===== config.mk =====
export PLATFORM = sky130hd
export DESIGN_NAME = rtc_bus_scheduler
export DESIGN_NICKNAME = d
export VERILOG_FILES = /design/src/rtl/rtc_bus_scheduler.sv
export SDC_FILE = /design/constraint.sdc
export NUM_CORES = 1
export LEC_CHECK = 0
export ABC_CLOCK_PERIOD_IN_PS = 2350
export BUFFER_PORTS_ARGS = -buffer_cell sky130_fd_sc_hd__buf_2
export CORE_MARGIN = 2
export CORE_UTILIZATION = 55
export DETAILED_ROUTE_END_ITERATION = 8
export GPL_TIMING_DRIVEN = 0
export PLACE_DENSITY = 0.88
export SLEW_MARGIN = 20
export SYNTH_ARGS = -nofsm -noshare
export SYNTH_HDL_FRONTEND = slang
export SYNTH_SLANG_ARGS = --single-unit

===== constraint.sdc =====
create_clock -name clk -period 2.35 [get_ports clk]
set_input_delay 0.47 -clock clk [delete_from_list [all_inputs] [get_ports clk]]
set_output_delay 0.47 -clock clk [all_outputs]
set_load 0.01 [all_outputs]

===== src/rtl/rtc_bus_scheduler.sv =====
// ---------------------------------------------------------------------------
// rtc_bus_scheduler
//
// Sequences every access on the multiplexed RTC parallel bus. Two requesters
// share the bus:
//   * a periodic refresh sweep that reads the nine time/date/timer registers
//     which feed the VGA digit outputs, and
//   * single-register writes issued by the PS/2-driven programming logic.
// Writes win arbitration in IDLE but never preempt a running transaction. A
// sweep interrupted by a write resumes at its saved index.
//
// Every transaction runs ADR_ST -> ADR_HLD -> DAT_ST -> REC. Each phase lasts
// PHASE_CYC clocks, and at least one IDLE cycle separates transactions.
//
// Ports
//   clk, reset          system clock, synchronous active-low reset
//   rd_en               enables periodic refresh sweeps
//   wr_req/addr/data    level write request (held until wr_ack), sampled at grant
//   wr_ack              1-cycle pulse: write finished
//   rd_valid            1-cycle pulse: rd_addr/rd_data hold a finished read
//   sweep_done          1-cycle pulse with the 9th sweep read
//   busy                high from ADR_ST through REC
//   A_D, RD, WR, CS     bus strobes (A_D: 0 = address phase; others active low)
//   bus_dout, bus_oe    data and output enable for the io_port tristate
//   bus_din             sampled io_port value
// ---------------------------------------------------------------------------
module rtc_bus_scheduler #(
    parameter int PHASE_CYC   = 10,
    parameter int REFRESH_DIV = 100000
) (
    input  logic       clk,
    input  logic       reset,
    input  logic       rd_en,
    input  logic       wr_req,
    input  logic [7:0] wr_addr,
    input  logic [7:0] wr_data,
    output logic       wr_ack,
    output logic       rd_valid,
    output logic [7:0] rd_addr,
    output logic [7:0] rd_data,
    output logic       sweep_done,
    output logic       busy,
    output logic       A_D,
    output logic       RD,
    output logic       WR,
    output logic       CS,
    output logic [7:0] bus_dout,
    output logic       bus_oe,
    input  logic [7:0] bus_din
);

    localparam int PW = (PHASE_CYC > 1) ? $clog2(PHASE_CYC) : 1;
    localparam int CW = $clog2(REFRESH_DIV);

    localparam logic [PW-1:0] PH_LAST  = PW'(PHASE_CYC - 1);
    localparam logic [PW-1:0] PH_PRE   = PW'((PHASE_CYC > 1) ? PHASE_CYC - 2 : 0);
    localparam logic [CW-1:0] CNT_LAST = CW'(REFRESH_DIV - 1);

    // Sweep registers, index 0 in the least significant byte.
    localparam logic [71:0] SWEEP_TABLE = {8'h43, 8'h42, 8'h41, 8'h26, 8'h25,
                                           8'h24, 8'h23, 8'h22, 8'h21};

    typedef enum logic [2:0] {IDLE, ADR_ST, ADR_HLD, DAT_ST, REC} state_t;

    state_t          state_reg;
    logic [PW-1:0]   phase_reg;
    logic [CW-1:0]   cnt_reg;
    logic            pending_reg;
    logic [3:0]      sweep_idx_reg;
    logic            is_wr_reg;
    logic [7:0]      addr_reg;
    logic [7:0]      data_reg;

    logic [7:0]      sweep_rom [9];

    genvar gi;
    generate
        for (gi = 0; gi < 9; gi++) begin : g_sweep_rom
            assign sweep_rom[gi] = SWEEP_TABLE[gi*8 +: 8];
        end
    endgenerate

    logic phase_last;
    logic wrap;
    logic done_now;
    logic sweep_end;

    assign phase_last = (phase_reg == PH_LAST);
    assign wrap       = (cnt_reg == CNT_LAST);

    // The completion pulse is registered, so it is raised on the edge that
    // enters the last REC cycle. With single-cycle phases that edge is the
    // one leaving DAT_ST.
    assign done_now  = (PHASE_CYC == 1) ? (state_reg == DAT_ST && phase_last)
                                        : (state_reg == REC && phase_reg == PH_PRE);
    assign sweep_end = done_now && !is_wr_reg && (sweep_idx_reg == 4'd8);

    always_ff @(posedge clk) begin
        if (!reset) begin
            state_reg     <= IDLE;
            phase_reg     <= '0;
            cnt_reg       <= '0;
            pending_reg   <= 1'b0;
            sweep_idx_reg <= 4'd0;
            is_wr_reg     <= 1'b0;
            addr_reg      <= 8'h00;
            data_reg      <= 8'h00;
            A_D           <= 1'b1;
            RD            <= 1'b1;
            WR            <= 1'b1;
            CS            <= 1'b1;
            bus_oe        <= 1'b0;
            bus_dout      <= 8'h00;
            wr_ack        <= 1'b0;
            rd_valid      <= 1'b0;
            sweep_done    <= 1'b0;
            busy          <= 1'b0;
            rd_addr       <= 8'h00;
            rd_data       <= 8'h00;
        end else begin
            wr_ack     <= 1'b0;
            rd_valid   <= 1'b0;
            sweep_done <= 1'b0;

            // Refresh timebase. A wrap only arms a sweep when none is pending
            // or running; the edge that finishes a sweep counts as free.
            cnt_reg <= wrap ? '0 : cnt_reg + CW'(1);
            if (wrap && rd_en && (!pending_reg || sweep_end)) begin
                pending_reg <= 1'b1;
            end else if (sweep_end) begin
                pending_reg <= 1'b0;
            end

            if (done_now) begin
                if (is_wr_reg) begin
                    wr_ack <= 1'b1;
                end else begin
                    rd_valid <= 1'b1;
                    rd_addr  <= addr_reg;
                    if (sweep_idx_reg == 4'd8) begin
                        sweep_idx_reg <= 4'd0;
                        sweep_done    <= 1'b1;
                    end else begin
                        sweep_idx_reg <= sweep_idx_reg + 4'd1;
                    end
                end
            end

            if (state_reg != IDLE) begin
                phase_reg <= phase_last ? '0 : phase_reg + PW'(1);
            end

            case (state_reg)
                IDLE: begin
                    if (wr_req || pending_reg) begin
                        state_reg <= ADR_ST;
                        phase_reg <= '0;
                        is_wr_reg <= wr_req;
                        addr_reg  <= wr_req ? wr_addr : sweep_rom[sweep_idx_reg];
                        bus_dout  <= wr_req ? wr_addr : sweep_rom[sweep_idx_reg];
                        if (wr_req) begin
                            data_reg <= wr_data;
                        end
                        A_D    <= 1'b0;
                        CS     <= 1'b0;
                        WR     <= 1'b0;
                        RD     <= 1'b1;
                        bus_oe <= 1'b1;
                        busy   <= 1'b1;
                    end
                end
                ADR_ST: begin
                    if (phase_last) begin
                        state_reg <= ADR_HLD;
                        CS        <= 1'b1;
                        WR        <= 1'b1;
                    end
                end
                ADR_HLD: begin
                    if (phase_last) begin
                        state_reg <= DAT_ST;
                        A_D       <= 1'b1;
                        CS        <= 1'b0;
                        if (is_wr_reg) begin
                            WR       <= 1'b0;
                            bus_dout <= data_reg;
                            bus_oe   <= 1'b1;
                        end else begin
                            RD     <= 1'b0;
                            bus_oe <= 1'b0;
                        end
                    end
                end
                DAT_ST: begin
                    if (phase_last) begin
                        state_reg <= REC;
                        if (!is_wr_reg) begin
                            rd_data <= bus_din;
                        end
                        CS     <= 1'b1;
                        WR     <= 1'b1;
                        RD     <= 1'b1;
                        bus_oe <= 1'b0;
                    end
                end
                REC: begin
                    if (phase_last) begin
                        state_reg <= IDLE;
                        busy      <= 1'b0;
                    end
                end
                default: begin
                    state_reg <= IDLE;
                    phase_reg <= '0;
                    A_D       <= 1'b1;
                    RD        <= 1'b1;
                    WR        <= 1'b1;
                    CS        <= 1'b1;
                    bus_oe    <= 1'b0;
                    busy      <= 1'b0;
                end
            endcase
        end
    end

endmodule


==> out/qor.csv <==
metric;value;unit
first_pass_iters;4;
critPathLaunchType;flop;
htreeDepth;3;
clock_latency;0.36;ns
clkSinkCount;79;
path_clk_slew;0.08;ns
max-cap-violations;0;
critPathMaxStageDelay;0.49;ns
post-route-util;0.671;
die_h;82.3;microns
post_cts.repair.setup_buffers;0;
place_congestion;0.908;
hpwlAfterDp;5.60;mm
grt.overflow.total;0;
synth-seq-area-share;0.469;
criticalPathCategory;reg2reg;
finClkSkew;0.0106;ns
via_per_inst;5.64;
cts-resized-gates;0;
async_flop_share;0;
tightest_slew;0.933;ns
ys_top_cells_by_area;dfxtp_1 (47%), nand2_1 (6.3%), nor2_1 (5.5%);
vias;3035;
synth_fp_nets;423;
clock.fmax;0.481;GHz
worstPathCellList;buf_2 -> nor3_2 -> o21ai_1 -> a221oi_1 -> nor3_1;
slew_violations;0;
ir_drop;480;uV
diodes;0;
holdPathStages;3;
ys_warn_count;0;
totalWireLength;7.91;mm
rows;28;
synth-edff-count;0;
grt_first_pass_wirelength;12.8;mm
r2r-start;state_reg[0];
cts-buffers-inserted;9;
drt_iter0_drc;149;
rsz0062_at_grt;false;
synth-seq-cells;79;
finalCritPeriodShare;0.884;
cts_buffer_depth;2;
grt_busiest_layer;met2;
syn_to_final_growth;17.8;%
synth_cell_types;55;
seq_area;1580;sq um
grt_usage;0.251;
route.antenna.remaining_nets;0;
crit_fanout;10;
hp-start;bus_din[2];
wl_per_cell;14.7;microns
grt_pass1_vias;2859;
hold_path_class;in2reg;
ctsHoldBuffers;0;
met1_usage;0.293;
grt_max_degree;14;
finalSetupViolations;0;
coreArea;5920;sq um
crit_path_end_kind;flop;
power_density;685;nW/um^2
crit_arrival;2.31;ns
nets;493;
numPortBuffers;59;
grt.met3_usage;0.0543;
cp_data_required_time;2.58;ns
drive_above_1_share;0.207;
cts_tree;yes;
die_area;6780;sq um
largest_reg_flops;17;
synth_top_area_cell;dfxtp_1;
io_pins;61;
netlist_area;3370;sq um
antenna_found_initial;0;
drc;0;
final-hold-violation-count;0;
die_width;82.3;microns
slowest_stage;nor3_2;
status;complete, no violations;
max-slew-margin-rel;0.376;
r2r_cells;5;
met2_usage;0.433;
synth_cells;389;
syn_avg_cell_area;8.67;sq um
total_leakage_power;0.00167;uW
multi_input_area;1670;sq um
root_buffer;clkbuf_8;
fillers;475;
critical_path.startpoint;state_reg[0];
fin_crit;2.08;ns
synth.top_cell.area_share;0.469;
synth-main-ff-cell;dfxtp_1;
setup-tns-final;0;ns
start_util;0.570;
[worst max-delay path, delay by kind of cell (launching register included)]
| kind | cells | cell delay (ns) |
|---|---|---|
| AND/OR/NAND/NOR | 2 | 0.58 |
| buffers and inverters | 1 | 0.17 |
| AO/OA/AOI/OAI | 2 | 0.87 |
| flip-flops | 1 | 0.33 |
[cell families after synthesis]
| logic type | synth area share |
|---|---|
| AND/OR/NAND/NOR | 0.250 |
| flip-flops | 0.469 |
| AO/OA/AOI/OAI | 0.141 |
| buffers and inverters | 0.0378 |
| XOR/XNOR | 0.0389 |
| multiplexers | 0.0419 |
| adder cells (fa/ha/maj) | 0.0222 |
[cell type report]
class                      instances  share of cell area
clock inverter                     6              0.0217
buffer                            20              0.0246
tap                               75              0.0236
clock buffer                       9              0.0312
sequential                        79               0.398
timing repair buffer              59              0.0743
multi-input combinational        282               0.419
inverter                           8             0.00756
[final timing paths]
check / to / slack (ns)
max: addr_reg[2] / 0.27
min: rd_data[2] / 0.34
max reg2reg: addr_reg[2] / 0.27
min reg2reg: cnt_reg[0] / 0.46
[layout by cell type, fill, tap and decap left out, types with 4 or more instances in the layout]
cell / count
a21oi_1: 34
a311oi_1: 4
a31oi_1: 5
buf_2: 65
clkbuf_1: 10
clkbuf_8: 9
dfxtp_1: 79
ha_1: 6
inv_1: 8
mux2i_1: 13
nand2_1: 57
nand3_1: 14
nand3b_1: 4
nand4_1: 7
nor2_1: 49
nor3_1: 9
o21ai_0: 14
xnor2_1: 9
xor2_1: 6
[stage by stage]
stage | hold WS (ns) | std cells | total power (uW) | worst slack (ns) | area [sq um]
5_1_grt | 0.346 | 538 | 2810 | 0.176 | 3970
4_1_cts | 0.335 | 538 | 2720 | 0.344 | 3970
3_5_place_dp | 0.437 | 523 | 1650 | 0.370 | 3760
2_1_floorplan | 0.418 | 389 | 1570 | 0.697 | 3370
6_report | 0.339 | 538 | 2720 | 0.272 | 3970
3_3_place_gp | 0.432 | 523 | 1650 | 0.394 | 3760
[metal layers]
layer / vias up / routed length, microns
li1: 1502 / -
met1: 1416 / 3360
met2: 96 / 3860
met3: 21 / 468
met4: 0 / 221
met5: - / 0
[cell usage after synthesis, drive strengths merged (4+ instances only)]
cell type	instances
dfxtp	79
nand2	57
nor2	50
a21oi	34
o21ai	16
nand3	14
mux2i	13
nor3	12
buf	10
clkbuf	10
xnor2	9
inv	8
nand4	7
ha	6
xor2	6
a31oi	5
a311oi	4
nand3b	4
[power by group]
group	total, uW	internal (uW)	leakage, uW	switching (uW)
Combinational	217	85.8	0.000922	131
Clock	1090	590	0.000105	503
Sequential	1410	1380	0.000643	28.8
Total	2720	2060	0.00167	663
(Power assumes the default switching activity.)
